File: src/rtl/uart_pkg.sv
// Shared types and constants for the UART transmit path: FSM states,
// data-bit-count encoding and frame helper functions.
package uart_pkg;

  localparam int DEFAULT_CLK_DIV_WIDTH = 16;

  localparam logic [1:0] DATA_BITS_5 = 2'd0;
  localparam logic [1:0] DATA_BITS_6 = 2'd1;
  localparam logic [1:0] DATA_BITS_7 = 2'd2;
  localparam logic [1:0] DATA_BITS_8 = 2'd3;

  typedef enum logic [2:0] {
    ST_IDLE   = 3'd0,
    ST_START  = 3'd1,
    ST_DATA   = 3'd2,
    ST_PARITY = 3'd3,
    ST_STOP   = 3'd4
  } tx_state_e;

  function automatic logic [2:0] last_data_idx(input logic [1:0] bits_code);
    logic [2:0] idx;
    case (bits_code)
      DATA_BITS_5: idx = 3'd4;
      DATA_BITS_6: idx = 3'd5;
      DATA_BITS_7: idx = 3'd6;
      DATA_BITS_8: idx = 3'd7;
      default:     idx = 3'd7;
    endcase
    return idx;
  endfunction

  function automatic logic [7:0] data_mask(input logic [1:0] bits_code);
    logic [7:0] mask;
    case (bits_code)
      DATA_BITS_5: mask = 8'h1F;
      DATA_BITS_6: mask = 8'h3F;
      DATA_BITS_7: mask = 8'h7F;
      DATA_BITS_8: mask = 8'hFF;
      default:     mask = 8'hFF;
    endcase
    return mask;
  endfunction

  // Only the bits actually sent contribute; odd parity inverts the even result.
  function automatic logic frame_parity(input logic [7:0] data,
                                        input logic [1:0] bits_code,
                                        input logic       odd);
    return (^(data & data_mask(bits_code))) ^ odd;
  endfunction

endpackage

File: src/rtl/uart_bit_timer.sv
// Bit-period timer: loads a divisor, counts D-1 down to 0 and pulses
// tick_o in the last cycle of every bit while running.
module uart_bit_timer #(
  parameter int WIDTH = 16
) (
  input  logic             clk_i,
  input  logic             rst_ni,
  input  logic             load_i,
  input  logic [WIDTH-1:0] div_i,
  input  logic             run_i,
  output logic             tick_o
);

  logic [WIDTH-1:0] cnt_q, cnt_d;
  logic [WIDTH-1:0] reload_q, reload_d;
  logic [WIDTH-1:0] load_val_s;

  // A divisor of 0 behaves as 1, so the reload value never underflows.
  assign load_val_s = (div_i == {WIDTH{1'b0}}) ? {WIDTH{1'b0}} : (div_i - WIDTH'(1));
  assign tick_o     = run_i && (cnt_q == {WIDTH{1'b0}});

  // Next-count selection: load, wrap to reload value, or count down.
  always_comb begin
    cnt_d    = cnt_q;
    reload_d = reload_q;
    if (load_i) begin
      cnt_d    = load_val_s;
      reload_d = load_val_s;
    end else if (run_i) begin
      if (cnt_q == {WIDTH{1'b0}}) begin
        cnt_d = reload_q;
      end else begin
        cnt_d = cnt_q - WIDTH'(1);
      end
    end else begin
      cnt_d = cnt_q;
    end
  end

  // Counter and reload registers.
  always_ff @(posedge clk_i or negedge rst_ni) begin
    if (!rst_ni) begin
      cnt_q    <= {WIDTH{1'b0}};
      reload_q <= {WIDTH{1'b0}};
    end else begin
      cnt_q    <= cnt_d;
      reload_q <= reload_d;
    end
  end

endmodule

File: src/rtl/uart_tx_reader.sv
// UART transmitter that pulls words from a TX FIFO and serialises them with
// configurable data bits, parity and stop bits; frames may run back to back.
module uart_tx_reader
  import uart_pkg::*;
#(
  parameter int CLK_DIV_WIDTH = DEFAULT_CLK_DIV_WIDTH,
  parameter int DATA_WIDTH    = 8
) (
  input  logic                     clk_i,
  input  logic                     rst_ni,
  input  logic                     cfg_en_i,
  input  logic [CLK_DIV_WIDTH-1:0] cfg_clk_div_i,
  input  logic [1:0]               cfg_data_bits_i,
  input  logic                     cfg_parity_en_i,
  input  logic                     cfg_parity_odd_i,
  input  logic                     cfg_stop2_i,
  input  logic                     fifo_empty_i,
  input  logic [DATA_WIDTH-1:0]    fifo_data_i,
  output logic                     fifo_pop_o,
  output logic                     tx_o,
  output logic                     busy_o
);

  tx_state_e  state_q, state_d;
  logic       tx_q, tx_d;
  logic       busy_q, busy_d;
  logic       run_q;
  logic [7:0] data_q, data_d;
  logic [1:0] bits_q, bits_d;
  logic       par_en_q, par_en_d;
  logic       par_q, par_d;
  logic       stop2_q, stop2_d;
  logic [2:0] bit_idx_q, bit_idx_d;
  logic       stop_idx_q, stop_idx_d;

  logic [7:0] data8_s;
  logic       tick_s;
  logic       last_stop_s;
  logic       pop_s;

  if (DATA_WIDTH >= 8) begin : g_data_trunc
    assign data8_s = fifo_data_i[7:0];
  end else begin : g_data_ext
    assign data8_s = {{(8-DATA_WIDTH){1'b0}}, fifo_data_i};
  end

  // run_q keeps pops off while reset is held and for the first cycle after release.
  assign last_stop_s = (state_q == ST_STOP) && tick_s && (!stop2_q || stop_idx_q);
  assign pop_s       = run_q && cfg_en_i && !fifo_empty_i &&
                       ((state_q == ST_IDLE) || last_stop_s);

  uart_bit_timer #(
    .WIDTH (CLK_DIV_WIDTH)
  ) u_bit_timer (
    .clk_i  (clk_i),
    .rst_ni (rst_ni),
    .load_i (pop_s),
    .div_i  (cfg_clk_div_i),
    .run_i  (busy_q),
    .tick_o (tick_s)
  );

  // Frame sequencing: latch a word on pop, then walk start/data/parity/stop.
  always_comb begin
    state_d    = state_q;
    tx_d       = tx_q;
    busy_d     = busy_q;
    data_d     = data_q;
    bits_d     = bits_q;
    par_en_d   = par_en_q;
    par_d      = par_q;
    stop2_d    = stop2_q;
    bit_idx_d  = bit_idx_q;
    stop_idx_d = stop_idx_q;

    if (pop_s) begin
      data_d     = data8_s;
      bits_d     = cfg_data_bits_i;
      par_en_d   = cfg_parity_en_i;
      par_d      = frame_parity(data8_s, cfg_data_bits_i, cfg_parity_odd_i);
      stop2_d    = cfg_stop2_i;
      bit_idx_d  = 3'd0;
      stop_idx_d = 1'b0;
      state_d    = ST_START;
      tx_d       = 1'b0;
      busy_d     = 1'b1;
    end else begin
      case (state_q)
        ST_IDLE: begin
          tx_d   = 1'b1;
          busy_d = 1'b0;
        end
        ST_START: begin
          if (tick_s) begin
            state_d   = ST_DATA;
            bit_idx_d = 3'd0;
            tx_d      = data_q[0];
          end else begin
            state_d = ST_START;
          end
        end
        ST_DATA: begin
          if (tick_s) begin
            if (bit_idx_q == last_data_idx(bits_q)) begin
              if (par_en_q) begin
                state_d = ST_PARITY;
                tx_d    = par_q;
              end else begin
                state_d    = ST_STOP;
                stop_idx_d = 1'b0;
                tx_d       = 1'b1;
              end
            end else begin
              bit_idx_d = bit_idx_q + 3'd1;
              tx_d      = data_q[bit_idx_q + 3'd1];
            end
          end else begin
            state_d = ST_DATA;
          end
        end
        ST_PARITY: begin
          if (tick_s) begin
            state_d    = ST_STOP;
            stop_idx_d = 1'b0;
            tx_d       = 1'b1;
          end else begin
            state_d = ST_PARITY;
          end
        end
        ST_STOP: begin
          if (tick_s) begin
            if (stop2_q && !stop_idx_q) begin
              stop_idx_d = 1'b1;
              tx_d       = 1'b1;
            end else begin
              state_d = ST_IDLE;
              tx_d    = 1'b1;
              busy_d  = 1'b0;
            end
          end else begin
            state_d = ST_STOP;
          end
        end
        default: begin
          state_d = ST_IDLE;
          tx_d    = 1'b1;
          busy_d  = 1'b0;
        end
      endcase
    end
  end

  // State, line driver and latched frame parameters.
  always_ff @(posedge clk_i or negedge rst_ni) begin
    if (!rst_ni) begin
      state_q    <= ST_IDLE;
      tx_q       <= 1'b1;
      busy_q     <= 1'b0;
      run_q      <= 1'b0;
      data_q     <= 8'h00;
      bits_q     <= 2'd0;
      par_en_q   <= 1'b0;
      par_q      <= 1'b0;
      stop2_q    <= 1'b0;
      bit_idx_q  <= 3'd0;
      stop_idx_q <= 1'b0;
    end else begin
      state_q    <= state_d;
      tx_q       <= tx_d;
      busy_q     <= busy_d;
      run_q      <= 1'b1;
      data_q     <= data_d;
      bits_q     <= bits_d;
      par_en_q   <= par_en_d;
      par_q      <= par_d;
      stop2_q    <= stop2_d;
      bit_idx_q  <= bit_idx_d;
      stop_idx_q <= stop_idx_d;
    end
  end

  assign fifo_pop_o = pop_s;
  assign tx_o       = tx_q;
  assign busy_o     = busy_q;

endmodule

File: config.mk
export PLATFORM = sky130hd
export DESIGN_NAME = uart_tx_reader
export DESIGN_NICKNAME = d
export VERILOG_FILES = /design/src/rtl/uart_pkg.sv /design/src/rtl/uart_bit_timer.sv /design/src/rtl/uart_tx_reader.sv
export SDC_FILE = /design/constraint.sdc
export NUM_CORES = 1
export LEC_CHECK = 0
export CORE_MARGIN = 3
export CORE_UTILIZATION = 61
export CTS_CLUSTER_SIZE = 25
export DETAILED_ROUTE_END_ITERATION = 12
export PLACE_DENSITY = 0.85
export RECOVER_POWER = 100
export SYNTH_ARGS = -nofsm -noshare
export SYNTH_HDL_FRONTEND = slang
export SYNTH_HIERARCHICAL = 1
export SYNTH_SLANG_ARGS = --single-unit
File: constraint.sdc
create_clock -name clk_i -period 6.6 [get_ports clk_i]
set_clock_uncertainty 0.05 [all_clocks]
set_input_delay 0.99 -clock clk_i [delete_from_list [all_inputs] [get_ports clk_i]]
set_output_delay 0.99 -clock clk_i [all_outputs]
set_load 0.005 [all_outputs]
# Word level (Yosys, flattened, before mapping)
# Index checks and enable logic that the tools add are counted.
# W data, S select, Z words.
# classes
addsub	3
mul	0
div_mod_pow	0
magnitude_cmp	1
eq_ne	25
shifts	0
muxes	45
bitwise_logic	2
reduce_logical	28
# ops
op	n
$mux W16	4
$mux W3	14
$logic_not A16 Y1	2
$pmux W8 S4	1
$sub A16 B1 Y16 const B	2
$ne A3 B3 Y1 const B	8
$mux W1	17
$pmux W3 S5	1
$pmux W3 S4	1
$reduce_and A3 Y1	3
$and A8 B8 Y8	1
$eq A2 B2 Y1 const B	4
$mux W8	1
$ne A4 B4 Y1 const B	2
$reduce_xor A8 Y1	1
$logic_and A1 B1 Y1	7
$reduce_and A7 Y1	1
$eq A3 B2 Y1 const B	2
$pmux W1 S3	2
$pmux W3 S2	1
$eq A2 B1 Y1 const B	2
$logic_not A2 Y1	2
$lt A3 B4 Y1 const B	1
$reduce_and A4 Y1	1
other kinds (20)	23
# word_totals
reg_bits	55
latch_bits	0
mem_bits_rw	0
rom_bits	0
input_bits	33
output_inout_bits	3
word_cells	117
n_memories	0

# Longest topological paths before layout
# Gate-level depths: netlist of run 1.
# depth
word_depth	12
depth_mapped	18
ltp_nobuf	13

# Cells and area by module
# Netlist of run 1, hierarchy kept.
# modules_own_cells
mod	n_inst	cells_each	area_per_inst_um2	seq_area_each_um2
uart_bit_timer	1	236	2104.5	800.8
uart_tx_reader	1	119	1311.3	576.8

# Worst setup path before layout of run 1
# Ideal clock, no wire load.
# synth_timing
kind	flip-flop to flip-flop
from	register u_bit_timer.cnt_q[0]
to	register u_bit_timer.cnt_q[6]
setup_ns	0.077
arrival_ns	3.172
t_required_ns	6.473
path_slack_ns	3.301
stages_incl_launch_ff	19
n_path_buf	6
period_less_slack_ns	3.299
path_cell_list	dfrtp_1 inv_1 ha_1 nor3b_1 nand4_1 clkbuf_1 nor2_1 buf_2 inv_1 o21ai_4 and2_4 buf_12 buf_12 clkbuf_1 clkinv_1 nor2_1 buf_2 nand2_1 a21oi_1
# synth_via
elab_chain_len	7
word_cells_on_any_way	11
classes_between	1 x add/sub; 3 x mux; 7 x reduce/logical
# synth_lines
item	line	rtl
from (decl)	uart_bit_timer.sv:14	logic [WIDTH-1:0] cnt_q, cnt_d;
from (signal assigned)	uart_bit_timer.sv:43	cnt_q <= {WIDTH{1'b0}};
from (signal assigned)	uart_bit_timer.sv:46	cnt_q <= cnt_d;
$logic_not A16 Y1 *	uart_bit_timer.sv:20	assign tick_o = run_i && (cnt_q == {WIDTH{1'b0}});
$logic_and A1 B1 Y1 *	uart_bit_timer.sv:20	
net tick_s	uart_tx_reader.sv:37	logic tick_s;
$logic_and A1 B1 Y1 * (2 in a row)	uart_tx_reader.sv:48	assign last_stop_s = (state_q == ST_STOP) && tick_s && (!stop2_q || stop_idx_q);
$logic_or A1 B1 Y1 *	uart_tx_reader.sv:50	((state_q == ST_IDLE) || last_stop_s);
$logic_and A1 B1 Y1 *	uart_tx_reader.sv:49	assign pop_s = run_q && cfg_en_i && !fifo_empty_i &&
net fifo_pop_o	uart_tx_reader.sv:19	output logic fifo_pop_o,
$mux W16 / $reduce_bool A2 Y1 (equally long branches)	-	
# Mark *: on every way through the listed nets, which the timed path passes. The rest lies on a longest branch. The select of a mux whose other input is x is not followed.
# A chain may end at the register's enable or synchronous reset.

# Final worst setup path of run 1
# layout_timing
from	register u_bit_timer.cnt_q[0]
to	output port fifo_pop_o
# layout_via
elab_chain_len	6
# layout_lines
item	line
$logic_not A16 Y1	uart_bit_timer.sv:20
$logic_and A1 B1 Y1	uart_bit_timer.sv:20
net tick_s	uart_tx_reader.sv:37
$logic_and A1 B1 Y1 (2 in a row)	uart_tx_reader.sv:48
$logic_or A1 B1 Y1	uart_tx_reader.sv:50
$logic_and A1 B1 Y1	uart_tx_reader.sv:49
to (decl)	uart_tx_reader.sv:19
# The timed path passes the listed nets, and every way through them passes these cells.

==> impl_metrics.ini, run 1 <==
[min_path]
hp-class = reg2reg

[timing]
maxSlewHeadroom = -0.894
worst_pin_slew_ns = 2.84
setup_viol = 0
min_period_over_period = 0.812
fin_setup_tns_ns = 0
hold_viol = 0
period_minus_slack_ns = 5.36
max_freq_ghz = 0.187
maxSlewViolCount = 56
rsz0062_at_grt = false
hold_slack_ns = 0.446
setup_ws_ns = 1.24

[clocking]
cts_tree = done
clock-root-buffer = clkbuf_8
insertion_delay_ns = 0.30
h-tree-depth = 2
post_cts_buffers = 0
holdBufCountCts = 0
clock-sinks = 55
cts.path.max_buffers = 2
clk_pin_slew_ns = 0.09
cts_resized = 0
cts-buffers-inserted = 5

[pwr]
peakVddDrop_v = 0.000105
p_leak_nw = 1.52
power.density_mw_per_mm2 = 226
total_power_mw = 0.868

[status]
status = complete, but fails checks
violations = max-capacitance violations, max-slew violations

[place]
routabilityCongestion = 0.845
preCtsSetupSlack_ns = 2.01
place_hpwl_um = 5410
placed_area_mm2 = 0.00374
port_buffers = 35

[logic_synthesis]
yosys.cell_types.count = 72
synth-edff-count = 0
ys_top_cells_by_area = dfrtp_1 40%, xnor2_1 5.9%, mux2_2 4.6%
synth_area_leader_cell = dfrtp_1
async_flop_share = 1.00
yosys.area.top_type_share = 0.396
seq_area_frac_synth = 0.403
synth_cells = 355
synth_area_mm2 = 0.00342
ys_seq_elements = 55
synth_warnings = 6
syn_nets = 392
syn_avg_cell_area_um2 = 9.62
synth_flop_cell = dfrtp_1

[layout]
fin_area_mm2 = 0.00384
layout-drive-gt1-share = 0.109
diodes = 0
syn_to_final_growth_pct = 12.5
fin_nets = 420

[worst_setup_path]
cp_data_arrival_time_ns = 4.32
reg2reg_from = u_bit_timer/cnt_q[0]$_DFFE_PN0P_
critical_path_class = reg2out
critPathCaptureType = output pin
r2r-end = u_bit_timer/cnt_q[13]$_DFFE_PN0P_
critPathLaunch = u_bit_timer/cnt_q[0]$_DFFE_PN0P_
worstPathRequired_ns = 5.56
endpoint = fifo_pop_o
ff2ff_path_depth = 12
critPathMaxFanout = 43
worst_setup_path_start_kind = flop
r2r_setup_slack_ns = 1.64

[routing]
wl_per_cell_um = 16.4
drt-met1-wl_um = 3050
vias = 2884
viasPerCell = 6.35
routed_wl_um = 7440
first_iter_violations = 182
final_antenna_net_count = 0
wl_met2_um = 3730
top_layer = met4
wl_met3_um = 543
firstDrtPassIters = 5
drc = 0

[floorplan]
fp.dieW_um = 80.8
ios = 36
die_area_mm2 = 0.00653
start_util = 0.648
dieHeight_um = 80.8
rows = 26
coreArea_mm2 = 0.00527

[global_route]
grt_pass1_wl_um = 12600
antenna_found_initial = 0
grt_use_total = 0.242
grt_pass1_vias = 2767
grt_max_degree = 56
grt_overflow_total = 0

[run]
cap_violations = 1
-- Yosys cell counts, drive strengths merged, types with 3 or more instances --
master and count:
dfrtp 54, mux2 14, o211ai 3, nor3 13, a211oi 4, ha 4
nand2 32, nor2 26, clkbuf 5, nand4 9, or4 3, o31a 3
o21ai 28, o22ai 3, mux2i 4, buf 10, xnor2 23, nor4 8
a21oi 13, a31oi 7, inv 21, and3 3, nand2b 4, xor2 4
nand3 11
-- how the worst min path moves through the flow --
stage / endpoint / cells after the start / slack (ns) / start
final: u_bit_timer/reload_q[4]$_DFFE_PN0P_ / 1 / 0.45 / u_bit_timer/reload_q[4]$_DFFE_PN0P_
after global routing: u_bit_timer/reload_q[4]$_DFFE_PN0P_ / 1 / 0.48 / u_bit_timer/reload_q[4]$_DFFE_PN0P_
after CTS: u_bit_timer/reload_q[4]$_DFFE_PN0P_ / 1 / 0.44 / u_bit_timer/reload_q[4]$_DFFE_PN0P_
after detailed placement: u_bit_timer/reload_q[4]$_DFFE_PN0P_ / 1 / 0.42 / u_bit_timer/reload_q[4]$_DFFE_PN0P_
after global placement: u_bit_timer/reload_q[3]$_DFFE_PN0P_ / 1 / 0.42 / u_bit_timer/reload_q[3]$_DFFE_PN0P_
after floorplan: u_bit_timer/reload_q[3]$_DFFE_PN0P_ / 1 / 0.40 / u_bit_timer/reload_q[3]$_DFFE_PN0P_
-- report_power, final --
group / total (mW) / switching, mW / internal [mW]
sequential: 0.445 / 0.0534 / 0.391
clock: 0.229 / 0.106 / 0.123
combinational: 0.194 / 0.0950 / 0.0988
total: 0.868 / 0.255 / 0.613
-- worst max-delay path: stages (launching register included) --
cell	delay, ns
dfrtp_1	0.40
inv_1	0.15
ha_1	0.19
nor3b_1	0.30
nand4_1	0.48
nor2_1	0.68
inv_1	0.17
o21ai_0	0.45
and2_4	0.55
dlygate4sd3_1	0.64
-- cell type report --
cell class,instances,area (µm²)
clock buffers,6,82.6
well taps,70,87.6
flip-flops and latches,55,1380
clock inverters,2,35.0
multi-input cells,262,1820
repair buffers,36,349
inverters,23,86.3
fillers,407,1430
-- state kept, by name, summed over array words and instances, names as in the netlist --
name / count
bit_idx_q: 3
bits_q: 2
busy_o: 1
data_q: 8
par_en_q: 1
par_q: 1
run_q: 1
state_q: 3
stop2_q: 1
stop_idx_q: 1
tx_o: 1
u_bit_timer/cnt_q: 16
u_bit_timer/reload_q: 16
-- logic make-up after synthesis --
kind of cell | count (synthesis) | synth area share
and+or+nand+nor | 128 | 0.224
muxes | 20 | 0.0711
xor gates and xnor gates | 27 | 0.0692
buffers and inverters | 38 | 0.0586
other | 1 | 0.00110
DFF | 55 | 0.403
AOI/OAI and AO/OA | 82 | 0.158
adders and majority gates | 4 | 0.0147
-- metal layers --
layer	GRT usage	vias up
li1	-	1344
met5	0	-
met3	0.0466	12
met2	0.424	142
met1	0.304	1386
met4	0.0676	0
-- layout by cell type (no fill, tap or decap), drive strengths merged, types with 2 or more instances in the layout --
master and n:
nand3b 2, dlygate4sd3 3, nand4 9, nor4 8, nand4b 2, o211ai 3
a21oi 13, o22ai 3, dfrtp 54, nand3 11, clkbuf 7, or4 3
nor3 13, a31o 2, nand2b 4, ha 4, clkinv 3, xor2 4
mux4 2, or3 2, a31oi 7, xnor2 23, nand2 32, inv 21
and3 3, clkdlybuf4s50 31, mux2i 4, or3b 2, o21ai 28, nand4bb 2
nor3b 2, o31a 3, a211oi 4, nor2b 2, a21o 2, mux2 14
nor2 26, o22a 2
-- through the flow --
stage	util	cells
after CTS	0.732	454
after global routing	0.729	454
final	0.729	454
after detailed placement	0.710	446
after floorplan	-	355
after global placement	0.710	446
Note: power is estimated with default switching activity, not from simulation.
==> run 2: changes to the inputs <==
--- a/config.mk
+++ b/config.mk
@@ -6,10 +6,10 @@
 export NUM_CORES = 1
 export LEC_CHECK = 0
 export CORE_MARGIN = 3
-export CORE_UTILIZATION = 61
+export CORE_UTILIZATION = 52
 export CTS_CLUSTER_SIZE = 25
 export DETAILED_ROUTE_END_ITERATION = 12
-export PLACE_DENSITY = 0.85
+export PLACE_DENSITY = 0.77
 export RECOVER_POWER = 100
 export SYNTH_ARGS = -nofsm -noshare
 export SYNTH_HDL_FRONTEND = slang
==> constraint.sdc (replaced) <==
create_clock -name clk_i -period 4.4 [get_ports clk_i]
set_clock_uncertainty 0.05 [all_clocks]
set_input_delay 0.66 -clock clk_i [delete_from_list [all_inputs] [get_ports clk_i]]
set_output_delay 0.66 -clock clk_i [all_outputs]
set_load 0.005 [all_outputs]
==> run 2 against run 1 <==
The flow still finishes with violations (max-capacitance violations, max-slew violations). Final cell count increased by 2.0%. Die area increased by 16%. First-iteration DRC count decreased by 16%. Count of clock-buffer cells in the layout unchanged. Setup slack got worse by 0.49 ns. Clock power increased by 19%. Flip-flop and latch count unchanged. Global-route usage decreased by 3.9 points. Non-clock buffer count increased by 4. Sequential power increased by 50%. Worst hold slack improved by 0.0013 ns. Critical endpoint unchanged. Largest cell class unchanged.
==> impl_metrics.ini, run 2 (synthesis gave the netlist of run 1 again) <==
[status]
status = complete, but fails checks
violations = max-capacitance violations, max-slew violations

[routing]
vias = 2752
final_antenna_net_count = 0
viasPerCell = 5.94
routed_wl_um = 7410
drc = 0
first_iter_violations = 152
firstDrtPassIters = 4
wl_per_cell_um = 16.0

[pwr]
seq_power_share = 0.545
pwr-share-comb = 0.233
power.density_mw_per_mm2 = 318
peakVddDrop_v = 0.000172
switching_share = 0.309
power.share.clock = 0.222
p_leak_nw = 1.52
p_sw_mw = 0.378
p_int_mw = 0.847

[worst_setup_path]
critPathBufInv = 4
cp_slowest_cell = dlygate4sd3_1
crit_top_cell = inv_1
critPathMaxFanout = 17
reg2reg_from = u_bit_timer/cnt_q[0]$_DFFE_PN0P_
critical_path_class = reg2out
worst_setup_path_start_kind = flop
crit_cells = 10
r2r-end = u_bit_timer/reload_q[13]$_DFFE_PN0P_
r2r_setup_slack_ns = 0.80
worstPathRequired_ns = 3.69
cpPeakStageDelay_ns = 0.60
critPathLaunch = u_bit_timer/cnt_q[0]$_DFFE_PN0P_
cp_data_arrival_time_ns = 2.94
cpLargestDelayFamily = buffers and inverters
ff2ff_path_depth = 13
critPathCaptureType = output pin
path_cells = inv_1 > ha_1 > nor3b_1 > nand4_1 > nor2_1 > buf_4 > inv_1 > o21ai_4 > and2_4 > dlygate4sd3_1

[timing]
maxSlewHeadroom = -0.927
min_period_over_period = 0.829
worst_pin_slew_ns = 2.89
setup_viol = 0
period_minus_slack_ns = 3.65
setup_ws_ns = 0.753
hold_viol = 0
maxSlewViolCount = 56
max_freq_ghz = 0.274
rsz0062_at_grt = false
fin_setup_tns_ns = 0

[place]
preCtsSetupSlack_ns = 0.950
place_hpwl_um = 5520
routabilityCongestion = 0.871
port_buffers = 35

[global_route]
grt_pass1_wl_um = 12400
grt_use_total = 0.203
antenna_found_initial = 0
grt_max_degree = 56
grt_overflow_total = 0
grt_pass1_vias = 2679

[layout]
final_cell_mix = 54 x dfrtp_1, 32 x nand2_1, 31 x clkdlybuf4s50_1
top_regs = u_bit_timer/cnt_q x16, u_bit_timer/reload_q x16, data_q x8
final_common_cell = dfrtp_1
layout-drive-gt1-share = 0.119
diodes = 0
syn_to_final_growth_pct = 12.9
fin_nets = 424

[floorplan]
fp.dieW_um = 87.1
die_area_mm2 = 0.00758
rows = 28
coreArea_mm2 = 0.00613
start_util = 0.557
ios = 36
dieHeight_um = 87.1

[clocking]
cts.path.max_buffers = 2
cts_tree = done
cts_resized = 0
post_cts_buffers = 0
cts-buffers-inserted = 5
clock-root-buffer = clkbuf_8
clock-sinks = 55
clk_pin_slew_ns = 0.09
holdBufCountCts = 0
insertion_delay_ns = 0.30
h-tree-depth = 2

[min_path]
min_to = u_bit_timer/reload_q[4]$_DFFE_PN0P_
hp-class = reg2reg
hold_depth = 1
hp-start = u_bit_timer/reload_q[4]$_DFFE_PN0P_

[run]
cap_violations = 1
run 2: cell type report:
cell class              instances  area [µm²]
fillers                       517        2270
multi-input cells             262        1830
flip-flops and latches         55        1380
repair buffers                 40         379
well taps                      75        93.8
inverters                      23        86.3
clock buffers                   6        72.6
clock inverters                 2        12.5
run 2: how the worst max path moves through the flow:
| stage | to | slack [ns] |
|---|---|---|
| 2_1_floorplan | u_bit_timer/cnt_q[6]$_DFFE_PN0P_ | 1.10 |
| 3_3_place_gp | u_bit_timer/cnt_q[7]$_DFFE_PN0P_ | 0.97 |
| 3_5_place_dp | u_bit_timer/cnt_q[5]$_DFFE_PN0P_ | 0.95 |
| 4_1_cts | fifo_pop_o | 0.81 |
| 5_1_grt | u_bit_timer/cnt_q[13]$_DFFE_PN0P_ | 0.40 |
| 6_report | fifo_pop_o | 0.75 |
run 2: metal layers:
metal | GRT usage | up-vias | wire length (µm)
met5 | 0 | - | 0
met4 | 0.0482 | 0 | 29
met3 | 0.0274 | 6 | 319
met2 | 0.370 | 88 | 3770
met1 | 0.252 | 1307 | 3290
li1 | - | 1351 | -
run 2: per-stage QoR:
stage	cell area, µm²	util	hold slack (ns)	cells	power [mW]
floorplan	3420	-	0.314	355	0.861
global placement	3780	0.616	0.426	455	0.951
detailed placement	3780	0.616	0.427	455	0.962
CTS	3860	0.630	0.443	463	1.24
global route	3860	0.629	0.478	463	1.30
finish	3860	0.629	0.447	463	1.22
run 2: power by group through the flow:
stage / logic, mW / clock network (mW) / registers (mW)
global placement: 0.280 / 0 / 0.671
floorplan: 0.211 / 0 / 0.650
global route: 0.321 / 0.300 / 0.678
CTS: 0.288 / 0.286 / 0.665
detailed placement: 0.287 / 0 / 0.675
finish: 0.286 / 0.272 / 0.667
==> run 3: changes to the inputs <==
--- a/config.mk
+++ b/config.mk
@@ -6,10 +6,10 @@
 export NUM_CORES = 1
 export LEC_CHECK = 0
 export CORE_MARGIN = 3
-export CORE_UTILIZATION = 52
+export CORE_UTILIZATION = 57
 export CTS_CLUSTER_SIZE = 25
 export DETAILED_ROUTE_END_ITERATION = 12
-export PLACE_DENSITY = 0.77
+export PLACE_DENSITY = 0.8
 export RECOVER_POWER = 100
 export SYNTH_ARGS = -nofsm -noshare
 export SYNTH_HDL_FRONTEND = slang
==> constraint.sdc (replaced) <==
create_clock -name clk_i -period 3.8 [get_ports clk_i]
set_clock_uncertainty 0.05 [all_clocks]
set_input_delay 0.57 -clock clk_i [delete_from_list [all_inputs] [get_ports clk_i]]
set_output_delay 0.57 -clock clk_i [all_outputs]
set_load 0.005 [all_outputs]
==> run 3 against run 2 <==
Setup slack lost 0.51 ns. First-iteration DRC count rose by 30%. Largest cell class unchanged. Core utilization increased by 5.6 points. Critical path type unchanged. Flip-flop and latch count unchanged. Wire length up 2.9%. Register-to-register slack got worse by 0.41 ns. Global-route usage grew 2.9 points. The flow still finishes with violations (max-capacitance violations, max-slew violations). Combinational power rose by 18%.
==> impl_metrics.ini, run 3 (synthesis gave the netlist of run 1 again) <==
[layout]
final_cell_mix = 54 x dfrtp_1, 32 x nand2_1, 32 x clkdlybuf4s50_1
layout-drive-gt1-share = 0.118
fillerInstances = 464
final_common_cell = dfrtp_1
syn_to_final_growth_pct = 13.2
fin_area_mm2 = 0.00386
stdcell_count = 462
diodes = 0
fin_nets = 426
utilization = 0.685
top_regs = u_bit_timer/cnt_q x16, u_bit_timer/reload_q x16, data_q x8

[min_path]
hp-class = reg2reg
hold_depth = 1

[routing]
drc = 0
final_antenna_net_count = 0
firstDrtPassIters = 5
routed_wl_um = 7630
wl_per_cell_um = 16.5
first_iter_violations = 197
vias = 2859
viasPerCell = 6.19

[pwr]
peakVddDrop_v = 0.000179
power.density_mw_per_mm2 = 369
p_leak_nw = 1.53

[worst_setup_path]
critPathCaptureType = output pin
cpPeakStageDelay_ns = 0.59
crit_top_cell = inv_1
critical_path_class = reg2out
cp_slowest_cell = clkdlybuf4s50_1
critPathBufInv = 4
critPathMaxFanout = 23
worstPathRequired_ns = 3.18
cpLargestDelayFamily = buffers and inverters
worst_setup_path_start_kind = flop
path_cells = inv_1 > ha_1 > nor3b_1 > nand4_1 > nor2_1 > buf_4 > inv_1 > o21ai_4 > and2_4 > clkdlybuf4s50_1
cp_data_arrival_time_ns = 2.94
ff2ff_path_depth = 14
crit_cells = 10

[floorplan]
die_area_mm2 = 0.00696
rows = 27
fp.dieW_um = 83.4
coreArea_mm2 = 0.00564
ios = 36
start_util = 0.605
dieHeight_um = 83.4

[status]
status = complete, but fails checks
violations = max-capacitance violations, max-slew violations

[place]
place_hpwl_um = 5590
dp.cells = 454
routabilityCongestion = 0.912
placed_area_mm2 = 0.00379
port_buffers = 35

[timing]
worst_pin_slew_ns = 1.92
setup_viol = 0
rsz0062_at_grt = false
maxSlewHeadroom = -0.278
max_freq_ghz = 0.281
period_minus_slack_ns = 3.56
min_period_over_period = 0.936
fin_setup_tns_ns = 0
hold_slack_ns = 0.448
maxSlewViolCount = 37
hold_viol = 0

[clocking]
cts.path.max_buffers = 2
cts_tree = done
cts-buffers-inserted = 5
clock-root-buffer = clkbuf_8
post_cts_buffers = 0
h-tree-depth = 2
clock-sinks = 55
clk_pin_slew_ns = 0.09
insertion_delay_ns = 0.31

[global_route]
grt_pass1_wl_um = 13300
grt_overflow_total = 0
grt_max_degree = 37
antenna_found_initial = 0
grt_use_total = 0.231
grt_pass1_vias = 2809

[run]
cap_violations = 1
-- run 3: path summary, 6_finish.rpt --
path                                                      from                             endpoint  slack, ns
max                           u_bit_timer/cnt_q[0]$_DFFE_PN0P_                           fifo_pop_o       0.24
min                        u_bit_timer/reload_q[3]$_DFFE_PN0P_  u_bit_timer/reload_q[3]$_DFFE_PN0P_       0.45
max reg2reg                   u_bit_timer/cnt_q[0]$_DFFE_PN0P_    u_bit_timer/cnt_q[13]$_DFFE_PN0P_       0.39
min reg2reg                u_bit_timer/reload_q[3]$_DFFE_PN0P_  u_bit_timer/reload_q[3]$_DFFE_PN0P_       0.45
max in group asynchronous                               rst_ni     u_bit_timer/cnt_q[0]$_DFFE_PN0P_       1.11
min in group asynchronous                               rst_ni             bit_idx_q[2]$_DFFE_PN0P_       0.73
-- run 3: layer usage --
metal	wire [µm]	vias up	GRT usage
met5	0	-	0
met4	111	0	0.0731
met3	502	12	0.0496
met2	3880	119	0.394
met1	3140	1366	0.295
li1	-	1362	-
-- run 3: what timing repair did --
action / 4_1_cts / 5_1_grt
hold buffers: 0 / 0
endpoints found under the setup margin: 0 / 6
resized for setup: 0 / 1
-- run 3: area by class of cell --
type | instances | area [µm²] | area share
clock buffer | 6 | 72.6 | 0.0188
clock inverter | 2 | 12.5 | 0.00324
inverter | 23 | 86.3 | 0.0223
multi-input combinational | 262 | 1840 | 0.475
sequential | 55 | 1380 | 0.356
tap | 72 | 90.1 | 0.0233
timing repair buffer | 42 | 389 | 0.101
-- run 3: worst reg2reg max path: cells and delay by family, from the launching register on --
kind	cells	cell delay (ns)
and+or+nand+nor	5	1.37
buffers and inverters	5	0.75
AOI/OAI and AO/OA	3	0.58
DFF	1	0.39
adders and majority gates	1	0.18
-- run 3: where the power goes --
part	leakage, nW	internal, mW	switching (mW)
logic	0.809	0.173	0.165
clock network	0.0412	0.129	0.188
registers	0.676	0.679	0.0918
-- run 3: through the flow --
step           setup slack (ns)  power (mW)
3_3_place_gp              0.479        1.10
6_report                  0.244        1.43
4_1_cts                   0.235        1.44
2_1_floorplan             0.501       0.997
5_1_grt                  0.0352        1.52
3_5_place_dp              0.379        1.12
